===== config.mk =====
export PLATFORM = sky130hd
export DESIGN_NAME = shared_mem_arbiter
export DESIGN_NICKNAME = d
export VERILOG_FILES = /design/src/rtl/shared_mem_arbiter.sv
export SDC_FILE = /design/constraint.sdc
export NUM_CORES = 1
export LEC_CHECK = 0
export BUFFER_PORTS_ARGS = -buffer_cell sky130_fd_sc_hd__buf_2
export CAP_MARGIN = 10
export CORE_AREA = 2 2 156 158
export CTS_CLUSTER_DIAMETER = 60
export CTS_CLUSTER_SIZE = 20
export DETAILED_ROUTE_END_ITERATION = 8
export DIE_AREA = 0 0 158 160
export PLACE_DENSITY_LB_ADDON = 0.3
export RECOVER_POWER = 50
export SLEW_MARGIN = 20
export SYNTH_ARGS = -nofsm -noshare
export SYNTH_HDL_FRONTEND = slang
export SYNTH_SLANG_ARGS = --single-unit

===== constraint.sdc =====
create_clock -name clk -period 2.2 [get_ports clk]
set_input_delay 0.22 -clock clk [delete_from_list [all_inputs] [get_ports clk]]
set_output_delay 0.22 -clock clk [all_outputs]
set_load 0.02 [all_outputs]

===== src/rtl/shared_mem_arbiter.sv =====
// shared_mem_arbiter: round-robin arbiter serialising four cores onto one
// single-ported memory bank (combinational read, write on clock edge).
// Each access occupies IDLE(sample) -> GRANT(bank cycle) -> RESP(ack).
module shared_mem_arbiter #(
  parameter int ADDR_W = 32,
  parameter int DATA_W = 32
) (
  input  logic                  clk,
  input  logic                  rst_n,
  input  logic [3:0]            req,
  input  logic [3:0]            req_we,
  input  logic [4*ADDR_W-1:0]   req_addr,
  input  logic [4*DATA_W-1:0]   req_wdata,
  output logic [3:0]            ack,
  output logic [DATA_W-1:0]     rdata,
  output logic [3:0]            grant,
  output logic                  busy,
  output logic                  mem_read_en,
  output logic                  mem_write_en,
  output logic [ADDR_W-1:0]     mem_address,
  output logic [DATA_W-1:0]     mem_write_data,
  input  logic [DATA_W-1:0]     mem_read_data
);

  typedef enum logic [1:0] {
    IDLE  = 2'd0,
    GRANT = 2'd1,
    RESP  = 2'd2
  } state_e;

  state_e              state_q, state_d;
  logic [3:0]          grant_q, grant_d;
  logic [3:0]          ack_q, ack_d;
  logic [DATA_W-1:0]   rdata_q, rdata_d;
  logic [1:0]          rr_ptr_q, rr_ptr_d;
  logic [1:0]          win_q, win_d;
  logic                we_q, we_d;
  logic [ADDR_W-1:0]   addr_q, addr_d;
  logic [DATA_W-1:0]   wdata_q, wdata_d;

  logic                pick_valid;
  logic [1:0]          pick_idx;
  logic [1:0]          cand;
  logic                in_grant;

  // Round-robin pick: first requesting core scanning upward from rr_ptr, mod 4
  always_comb begin
    pick_valid = 1'b0;
    pick_idx   = rr_ptr_q;
    cand       = '0;
    for (int unsigned k = 0; k < 4; k++) begin
      cand = rr_ptr_q + 2'(k);
      if (!pick_valid && req[cand]) begin
        pick_valid = 1'b1;
        pick_idx   = cand;
      end
    end
  end

  // Next-state and next-register values for the arbitration FSM
  always_comb begin
    state_d  = state_q;
    grant_d  = '0;
    ack_d    = '0;
    rdata_d  = rdata_q;
    rr_ptr_d = rr_ptr_q;
    win_d    = win_q;
    we_d     = we_q;
    addr_d   = addr_q;
    wdata_d  = wdata_q;
    case (state_q)
      IDLE: begin
        if (pick_valid) begin
          grant_d = 4'b0001 << pick_idx;
          win_d   = pick_idx;
          we_d    = req_we[pick_idx];
          addr_d  = req_addr[pick_idx*ADDR_W +: ADDR_W];
          wdata_d = req_wdata[pick_idx*DATA_W +: DATA_W];
          state_d = GRANT;
        end
      end
      GRANT: begin
        if (!we_q) begin
          rdata_d = mem_read_data;
        end
        ack_d    = grant_q;
        rr_ptr_d = win_q + 2'd1;
        state_d  = RESP;
      end
      RESP: begin
        state_d = IDLE;
      end
      default: begin
        state_d = IDLE;
      end
    endcase
  end

  // FSM and datapath registers; async reset abandons any access in flight
  always_ff @(posedge clk or negedge rst_n) begin
    if (!rst_n) begin
      state_q  <= IDLE;
      grant_q  <= '0;
      ack_q    <= '0;
      rdata_q  <= '0;
      rr_ptr_q <= '0;
      win_q    <= '0;
      we_q     <= 1'b0;
      addr_q   <= '0;
      wdata_q  <= '0;
    end else begin
      state_q  <= state_d;
      grant_q  <= grant_d;
      ack_q    <= ack_d;
      rdata_q  <= rdata_d;
      rr_ptr_q <= rr_ptr_d;
      win_q    <= win_d;
      we_q     <= we_d;
      addr_q   <= addr_d;
      wdata_q  <= wdata_d;
    end
  end

  // Bank port decodes only from registered state and latched operands
  always_comb begin
    in_grant       = (state_q == GRANT);
    mem_write_en   = in_grant & we_q;
    mem_read_en    = in_grant & ~we_q;
    mem_address    = in_grant ? addr_q  : '0;
    mem_write_data = in_grant ? wdata_q : '0;
    busy           = (state_q != IDLE);
    grant          = grant_q;
    ack            = ack_q;
    rdata          = rdata_q;
  end

endmodule


; ---- Word level (Yosys, flattened, before mapping)
; Index checks and enable logic that the tools add are counted.
[classes]
addsub = 4
order_cmp = 5
n_eq_ne = 2
shifts = 3
n_mux = 24
bitwise_logic = 3
n_reduce_logical = 10
[op_table]
columns = operator, n
row1 = 128-bit by 8-bit variable part select with 32-bit output, 2
row2 = 32-bit 2-to-1 mux, 2
row3 = 2-bit by 3-bit < comparator with 1-bit output (second input constant), 5
row4 = 4-bit 2-to-1 mux, 3
row5 = 1-bit binary-select mux with 2-bit select, 5
row6 = 1-bit 2-to-1 mux, 9
row7 = 2-bit 2-to-1 mux, 4
row8 = 2-bit by 1-bit adder with 2-bit output (second input constant), 2
row9 = 2-bit adder (second input constant), 2
row10 = 2-bit case mux with 2 select lines, 1
row11 = 2-bit AND reduction, 2
row12 = 1-bit by 2-bit left shift with 4-bit output (first input constant), 1
row13 = 1-bit logical AND, 3
row14 = 1-bit zero test, 3
row15 = 1-bit AND, 2
row16 = 2-bit by 1-bit equality test with 1-bit output (second input constant), 1
row17 = 2-bit zero test, 1
row18 = 2-bit inequality test (second input constant), 1
row19 = 2-bit nonzero test, 1
row20 = 1-bit inverter, 1
[word_totals]
ff_bits = 111
in_bits = 298
output_inout_bits = 107

; ---- Logic depth before layout (Yosys ltp)
; Gate-level depths: netlist of the first run.
[depth]
depth_word = 15
mapped_depth = 9

; ---- Worst setup path after synthesis of the first run
; OpenSTA, ideal clock, no wires.
[synth_timing]
path_kind = register to register
startpoint = register state_q[1]
endpoint = register wdata_q[19]
arrival_time_ns = 1.808
required_ns = 2.072
setup_slack_ns = 0.264
path_stages_with_launch = 10
n_path_buf = 3
path_cell_list = dfrtp_1 or2_1 or2_1 buf_2 inv_2 o221ai_2 buf_4 buf_6 a211oi_2 a211oi_2
[synth_between]
elab_chain_cells = 2
[synth_rtl]
columns = item, line
row1 = from (decl), 31  ; state_e state_q, state_d;
row2 = from (signal assigned), 112  ; state_q <= state_d;
row3 = 2-bit zero test, 71  ; case (state_q)
row4 = 2-bit AND reduction (no line), --
row5 = to (signal assigned), 120  ; wdata_q <= wdata_d;
row6 = to (decl), 39  ; logic [DATA_W-1:0] wdata_q, wdata_d;
; No other way between the ends.
; A chain may end at the register's enable or synchronous reset.

; ---- Worst setup path in the final report of the first run
[layout_timing]
startpoint = register state_q[1]
endpoint = register addr_q[15]
[layout_between]
elab_chain_cells = 2
[layout_rtl]
columns = item, line
row1 = 2-bit zero test, 71
row2 = 2-bit AND reduction (no line), --
row3 = to (signal assigned), 119  ; addr_q <= addr_d;
row4 = to (decl), 38  ; logic [ADDR_W-1:0] addr_q, addr_d;
; No other way between the ends.

==> summary.md, run 1 <==
| Metric | Value |
|---|---|
| Placeable core area | `roughly 0.024 mm2` |
| Cell Area, Synth | `~0.007 mm2` |
| Vias/cell | `approximately 4.7` |
| Fill cells | `between 2000 and 2500` |
| Minimum clock period | `just under 2 ns` |
| Crit path depth | `6` |
| Crit path buf inv count | `2` |
| Drt drc | `0` |
| Total Routing Usage GR | `a little under a fifth` |
| Post-synth EDFFs | `0` |
| Total grt overflow | `0` |
| Static Leak | `between 4 and 5 nW` |
| Final worst hold slack | `~0.076 ns` |
| First-pass iteration count of the detailed router | `4` |
| Fin crit share | `roughly 89%` |
| Worst-margin pin slew | `around 1.3 ns` |
| #FFs+latches synth | `between 100 and 150` |
| Post-DRT Antenna Nets | `0` |
| Worst reg2reg path startpoint | `state_q[1]$_DFFE_PN0P_` |
| Share of layout cells above drive strength 1 | `between 40% and 50%` |
| Asr flop ratio synth | `100.0%` |
| RSZ-0062 raised after global routing | `false` |
| Synth area leaders | `dfrtp_1, a211oi_2, mux2i_1, a211oi_1, and2_1` |
| Cell family with most CP delay | `simple AND/OR/NAND/NOR gates` |
| Slowest CP cell | `buf_4` |
| Flop2flop setup slack | `~0.24 ns` |
| CP max stage delay | `0.45 ns` |
| CTS Root Buffer Type | `clkbuf_16` |
| Area grow syn2layout | `39.49%` |
| Skew final | `0.01628 ns` |
| 1st-iter DRT viols | `about 270` |
| CTS tree | `built` |
| First-pass GRT wire length | `37010 um` |
| Vias in the first global route | `around 6700` |
| Inserted Diodes | `0` |
| Detailed Route WL | `~24000 um` |
| Top Ports | `just over 400` |
| Post-DP HPWL | `~18000 um` |
| Area occupied by multi-input gates | `0.003605 mm2` |
| Hold path start | `mem_read_data[26]` |
| Starting density of the core | `29.10%` |
| Largest net degree at the start of global routing | `66` |
| Post-synth net total | `around 1000` |
| Max Fclk | `509.5 MHz` |
| Syn. warnings | `0` |
| Syn Area/Cell | `a little under 10 um2` |
| Seq. cell area | `between 0.002 and 0.003 mm2` |
| Fin. Hold Viols | `0` |
| Status | `finished, final reports clean` |
| Worst skew pair latency | `between 0.3 and 0.4 ns` |
| Maximum vdd drop | `0.8375 mV` |
| Seq/Total Area, Yosys | `about two fifths` |
| Vias | `about 6700` |
| Worst EP required | `around 2.5 ns` |
| Clk sink count | `about 110` |
| WL/cell | `between 15 and 20 um` |
| Initial antenna violation count | `1` |
| Pwr/cell area | `approximately 1400 mW/mm2` |
| Library cells used by synthesis | `29` |
| Die Y | `between 150 and 200 um` |
| MaxCap Viol Count | `0` |
| Worst Hold Depth | `2` |
| Top_reg_cell synth | `dfrtp_1` |
| # rows | `57` |
| CTS clock-pin slew for the worst setup and hold paths | `roughly 0.090 ns` |
| Num CTS Buffers | `9` |
| Nets@finish | `between 1000 and 1500` |
| Hold Path Class | `in2reg` |
| Most numerous cell in the Yosys netlist | `dfrtp_1` |
| Die Width | `roughly 160 um` |
| Cell mode on critical path | `or2_1` |
| Port bufs | `slightly above 400` |
| Htree depth | `3` |
| R2R depth | `6` |
| CP max FO | `45` |
| Full die area | `0.02528 mm2` |
| Critical path arrival | `2.23 ns` |
| # Post-CTS Setup Buffers | `0` |
| Syn Inst Count | `slightly above 700` |
| GPL Wtd Cong | `approximately 0.8` |
| Yosys top cell area share | `roughly two fifths` |
| Cells along the critical path | `or2_1, or2_1, inv_2, buf_4, nor2_1, a211oi_1` |
| Relative slew slack | `between 10 and 15%` |
| Final setup violating endpoints | `0` |
| Synth area leader | `dfrtp_1` |
| WHS Endpoint | `rdata[26]$_DFFE_PN0P_` |
| Reg2Reg Capture Point | `addr_q[15]$_DFFE_PN0P_` |
| Max Slew Vio Count | `0` |
| Nature of the critical path startpoint | `flop` |
| Crit path kind | `reg2reg` |
| Max Root-Sink Buffers | `2` |
| Setup TNS | `0 ns` |
| Category of the worst setup path capture point | `flop` |
| Post-synth top cells | `dfrtp_1, a211oi_1, nor2_1` |
## power by group
group | internal [mW] | switching [mW] | total [mW]
clock | 0.844 | 0.936 | 1.78
combinational | 3.12 | 4.76 | 7.88
sequential | 3.06 | 0.485 | 3.54
## per-layer routing
metal / routed length (um) / part of all wire, % / GRT usage (%) / vias up
li1: - / - / - / 3259
met1: 10160 / 42 / 23.27 / 3097
met2: 12130 / 50 / 33.50 / 273
met3: 1745 / 7.1 / 4.152 / 26
met4: 384 / 1.6 / 4.545 / 2
met5: 13 / 0.053 / 0 / -
## per-stage QoR
| step | total power, mW | setup WS, ns | cell area, um2 | instances | util [%] |
|---|---|---|---|---|---|
| global placement | 11.57 | 0.2897 | 9410 | 1389 | 39.51 |
| detailed placement | 11.70 | 0.1800 | 9410 | 1389 | 39.51 |
| CTS | 13.51 | 0.1767 | 9747 | 1406 | 40.92 |
| finish | 13.20 | 0.2371 | 9669 | 1406 | 40.59 |
| global route | 14.18 | 0.01977 | 9669 | 1406 | 40.59 |
| floorplan | 8.996 | 0.2638 | 6932 | 708 | - |
## area by class of cell
| class | count | share of cell area [%] |
|---|---|---|
| clock inverters | 7 | 1.048 |
| well taps | 324 | 4.193 |
| repair buffers | 428 | 23.86 |
| inverters | 66 | 2.562 |
| clock buffers | 9 | 2.329 |
| multi-input cells | 461 | 37.28 |
| flip-flops and latches | 111 | 28.73 |
## worst max path at each step
stage / start / to / slack, ns
5_1_grt: state_q[1]$_DFFE_PN0P_ / wdata_q[3]$_DFFE_PN0P_ / 0.02
3_5_place_dp: state_q[1]$_DFFE_PN0P_ / addr_q[15]$_DFFE_PN0P_ / 0.18
6_report: state_q[1]$_DFFE_PN0P_ / addr_q[15]$_DFFE_PN0P_ / 0.24
3_3_place_gp: state_q[1]$_DFFE_PN0P_ / addr_q[18]$_DFFE_PN0P_ / 0.29
2_1_floorplan: state_q[1]$_DFFE_PN0P_ / wdata_q[19]$_DFFE_PN0P_ / 0.26
4_1_cts: state_q[1]$_DFFE_PN0P_ / addr_q[15]$_DFFE_PN0P_ / 0.18
## what timing repair did
action	CTS	global route
hold endpoints to repair	43	0
gates resized for setup	0	0
hold buffers	1	0
## cell families (layout without fill, tap and decap cells)
| kind of cell | count (synthesis) | after routing | synth area share (%) |
|---|---|---|---|
| DFF | 111 | 111 | 40.07 |
| buffers and inverters | 136 | 510 | 8.718 |
| and+or+nand+nor | 160 | 160 | 11.57 |
| muxes | 97 | 97 | 14.58 |
| xor gates and xnor gates | 1 | 1 | 0.1264 |
| AOI/OAI and AO/OA | 203 | 203 | 24.93 |
## layout by cell type (no fill, tap or decap), drive strengths merged, types with 2 or more instances in the layout
cell    Yosys  final
a211oi    130    130
a21oi       2      2
a31oi      65     65
and2       69     69
and3        2      2
buf        31    382
clkbuf     39     54
clkinv      0      3
dfrtp     111    111
inv        66     70
mux2       32     32
mux2i      65     65
nand2       5      5
nor2       74     74
nor2b       6      6
or2         2      2
## sequential cells by signal, indices dropped and copies added (netlist names)
| signal | flops |
|---|---|
| addr_q | 32 |
| rdata | 32 |
| wdata_q | 32 |
| ack | 4 |
| grant | 4 |
| rr_ptr_q | 2 |
| state_q | 2 |
| win_q | 2 |
| we_q | 1 |
(Power assumes the default switching activity.)
==> run 2, diff against run 1 <==
--- a/config.mk
+++ b/config.mk
@@ -5,7 +5,7 @@
 export SDC_FILE = /design/constraint.sdc
 export NUM_CORES = 1
 export LEC_CHECK = 0
-export BUFFER_PORTS_ARGS = -buffer_cell sky130_fd_sc_hd__buf_2
+export BUFFER_PORTS_ARGS = -buffer_cell sky130_fd_sc_hd__clkbuf_2
 export CAP_MARGIN = 10
 export CORE_AREA = 2 2 156 158
 export CTS_CLUSTER_DIAMETER = 60
==> run 2 against run 1 <==
Via count rose by 1.7%. Routed wire length grew 1.2%. Worst hold slack improved by 0.0057 ns. Critical path depth is the same. Die area unchanged.
==> summary.md, run 2 (synthesis results as in run 1) <==
| Metric | Value |
|---|---|
| Status | `finished, final reports clean` |
| Part of the power in registers | `26.8% (about the same)` |
| Share of layout cells above drive strength 1 | `45.78% (-0.15 points)` |
| Max Fclk | `503.6 MHz (-1.2%)` |
| Post-DRT Antenna Nets | `0 (unchanged)` |
| Pint | `6.992 mW (-0.38%)` |
| Drt drc | `0 (unchanged)` |
| Flop2flop setup slack | `0.21 ns (-0.02 ns)` |
| First-pass GRT wire length | `37210 um (+0.54%)` |
| Max Slew Vio Count | `0 (unchanged)` |
| CTS Root Buffer Type | `clkbuf_16` |
| Category of the worst setup path capture point | `flop` |
| Max Root-Sink Buffers | `2 (unchanged)` |
| Minimum clock period | `1.986 ns (+0.02291 ns)` |
| Nature of the critical path startpoint | `flop` |
| WHS Endpoint | `rdata[26]$_DFFE_PN0P_` |
| Seq. cell area | `0.002778 mm2 (unchanged)` |
| Full die area | `0.02528 mm2 (unchanged)` |
| Final setup violating endpoints | `0 (unchanged)` |
| Overall Power | `13.24 mW (+0.31%)` |
| Nets@finish | `1372 (-0.22%)` |
| Hold path start | `mem_read_data[26]` |
| WL/cell | `17.62 um (+1.4%)` |
| CTS tree | `built` |
| Most common cell after layout, fill and taps aside | `clkbuf_2` |
| First-pass iteration count of the detailed router | `4 (unchanged)` |
| Worst Hold Depth | `2 (unchanged)` |
| Cell mode on critical path | `a211oi_1` |
| Combinational power share | `59.7% (about the same)` |
| Pwr/cell area | `1372 mW/mm2 (+0.50%)` |
| Placeable core area | `0.02382 mm2 (unchanged)` |
| Static Leak | `4.730 nW (+0.31%)` |
| Starting density of the core | `29.10% (unchanged)` |
| Total grt overflow | `0 (unchanged)` |
| Crit path depth | `6 (unchanged)` |
| 1st-iter DRT viols | `313 (+15%)` |
| Num CTS Buffers | `9 (unchanged)` |
| Critical path arrival | `2.25 ns (+0.02 ns)` |
| Cell family with most CP delay | `compound AO/OA/AOI/OAI gates` |
| # rows | `57 (unchanged)` |
| Maximum vdd drop | `0.6866 mV (-18%)` |
| Worst reg2reg path startpoint | `rr_ptr_q[1]$_DFFE_PN0N_` |
| Worst setup path startpoint | `rr_ptr_q[1]$_DFFE_PN0N_` |
| Crit path buf inv count | `1 (-1)` |
| Area grow syn2layout | `39.22%` |
| Worst skew pair latency | `0.37 ns (about the same)` |
| Top Ports | `405 (unchanged)` |
| Setup TNS | `0 ns (unchanged)` |
| Met3 WL post-DR | `1877 um (+7.6%)` |
| Relative slew slack | `42.11% (+29 points)` |
| RSZ-0062 raised after global routing | `false` |
| CP max FO | `33 (-27%)` |
| Placed Instances | `1386 (-0.22%)` |
| Post-DP HPWL | `17970 um (+0.42%)` |
| Largest net degree at the start of global routing | `69 (+4.5%)` |
| Slowest CP cell | `dfrtp_1` |
| WL met1 | `10070 um (-0.91%)` |
| Total Routing Usage GR | `19.03% (+0.095 points)` |
| Core Util, Final | `40.51% (-0.079 points)` |
| DP Worst Slack | `0.1703 ns (-0.009776 ns)` |
| GPL Wtd Cong | `0.7804 (-1.0%)` |
| Net Sw Frac | `47.19% (+0.36 points)` |
| # Post-CTS Setup Buffers | `0 (unchanged)` |
| P_sw | `6.247 mW (+1.1%)` |
| Vias in the first global route | `6696 (-0.16%)` |
| Most frequent cells in the layout | `clkbuf_2, dfrtp_1, a211oi_1, nor2_1, and2_1` |
| DR WL met2 | `12450 um (+2.6%)` |
| R2R depth | `6 (unchanged)` |
| Clock power share | `13.5% (about the same)` |
| DR top layer | `met5` |
| Post-DP Area | `0.009375 mm2 (-0.37%)` |
| Fin. Hold Viols | `0 (unchanged)` |
| Initial antenna violation count | `1 (unchanged)` |
| Die Width | `158 um (unchanged)` |
| MaxCap Viol Count | `0 (unchanged)` |
| Fin crit share | `90.26% (+1.0 points)` |
| Htree depth | `3 (unchanged)` |
| Cells along the critical path | `nor2_1, a221o_1, o221ai_4, buf_12, a211oi_1, a211oi_1` |
| Crit path kind | `reg2reg` |
| Layout Cells excl Fill | `1403 (-0.21%)` |
| Detailed Route WL | `24720 um (+1.2%)` |
| Final worst slack | `0.2142 ns (-0.02291 ns)` |
| Vias/cell | `4.826 (+1.9%)` |
| Die Y | `160 um (unchanged)` |
| Reg2Reg Capture Point | `wdata_q[9]$_DFFE_PN0P_` |
| Area occupied by multi-input gates | `0.003605 mm2 (unchanged)` |
| Hold Path Class | `in2reg` |
| CP max stage delay | `0.55 ns (+0.10 ns)` |
| CTS clock-pin slew for the worst setup and hold paths | `0.09 ns (about the same)` |
| Skew final | `0.01415 ns (-0.002125 ns)` |
| Vias | `6771 (+1.7%)` |
| Port bufs | `404 (unchanged)` |
| Fill cells | `2513 (+1.9%)` |
| Final instance area | `0.009651 mm2 (-0.19%)` |
| Final worst hold slack | `0.08145 ns (+0.005657 ns)` |
| Clk sink count | `111 (unchanged)` |
| Worst-margin pin slew | `0.8683 ns (-0.4307 ns)` |
| Inserted Diodes | `0 (unchanged)` |
| Worst EP required | `2.46 ns (about the same)` |
## run 2: area by class of cell
cell class	count	share of cell area (%)
inverter	66	2.567
timing repair buffer	425	23.74
tap	324	4.201
clock inverter	7	1.024
clock buffer	9	2.334
multi-input combinational	461	37.35
sequential	111	28.78
## run 2: worst max path at each step
stage | end | slack (ns)
CTS | addr_q[18]$_DFFE_PN0P_ | 0.15
global route | addr_q[8]$_DFFE_PN0P_ | 0.06
detailed placement | wdata_q[21]$_DFFE_PN0P_ | 0.17
floorplan | wdata_q[19]$_DFFE_PN0P_ | 0.26
finish | wdata_q[9]$_DFFE_PN0P_ | 0.21
global placement | wdata_q[21]$_DFFE_PN0P_ | 0.27
## run 2: per-layer routing
metal  vias up  global-route usage, %
met2       297                  34.37
met5         -                      0
met1      3188                  22.99
met4         2                  4.177
met3        19                  4.125
li1       3265                      -
## run 2: timing repair
action / CTS / global route
setup endpoints to repair: 0 / 2
hold buffers: 1 / 0
resized for setup: 0 / 1
hold endpoints to repair: 13 / 0
## run 2: power by group through the flow
stage          registers [mW]  clock network, mW  logic (mW)
2_1_floorplan            3.89                  0        5.11
3_3_place_gp             3.58                  0        7.99
3_5_place_dp             3.61                  0        8.09
4_1_cts                  3.57               1.86        8.11
5_1_grt                  3.68               1.94        8.55
6_report                 3.55               1.79        7.90
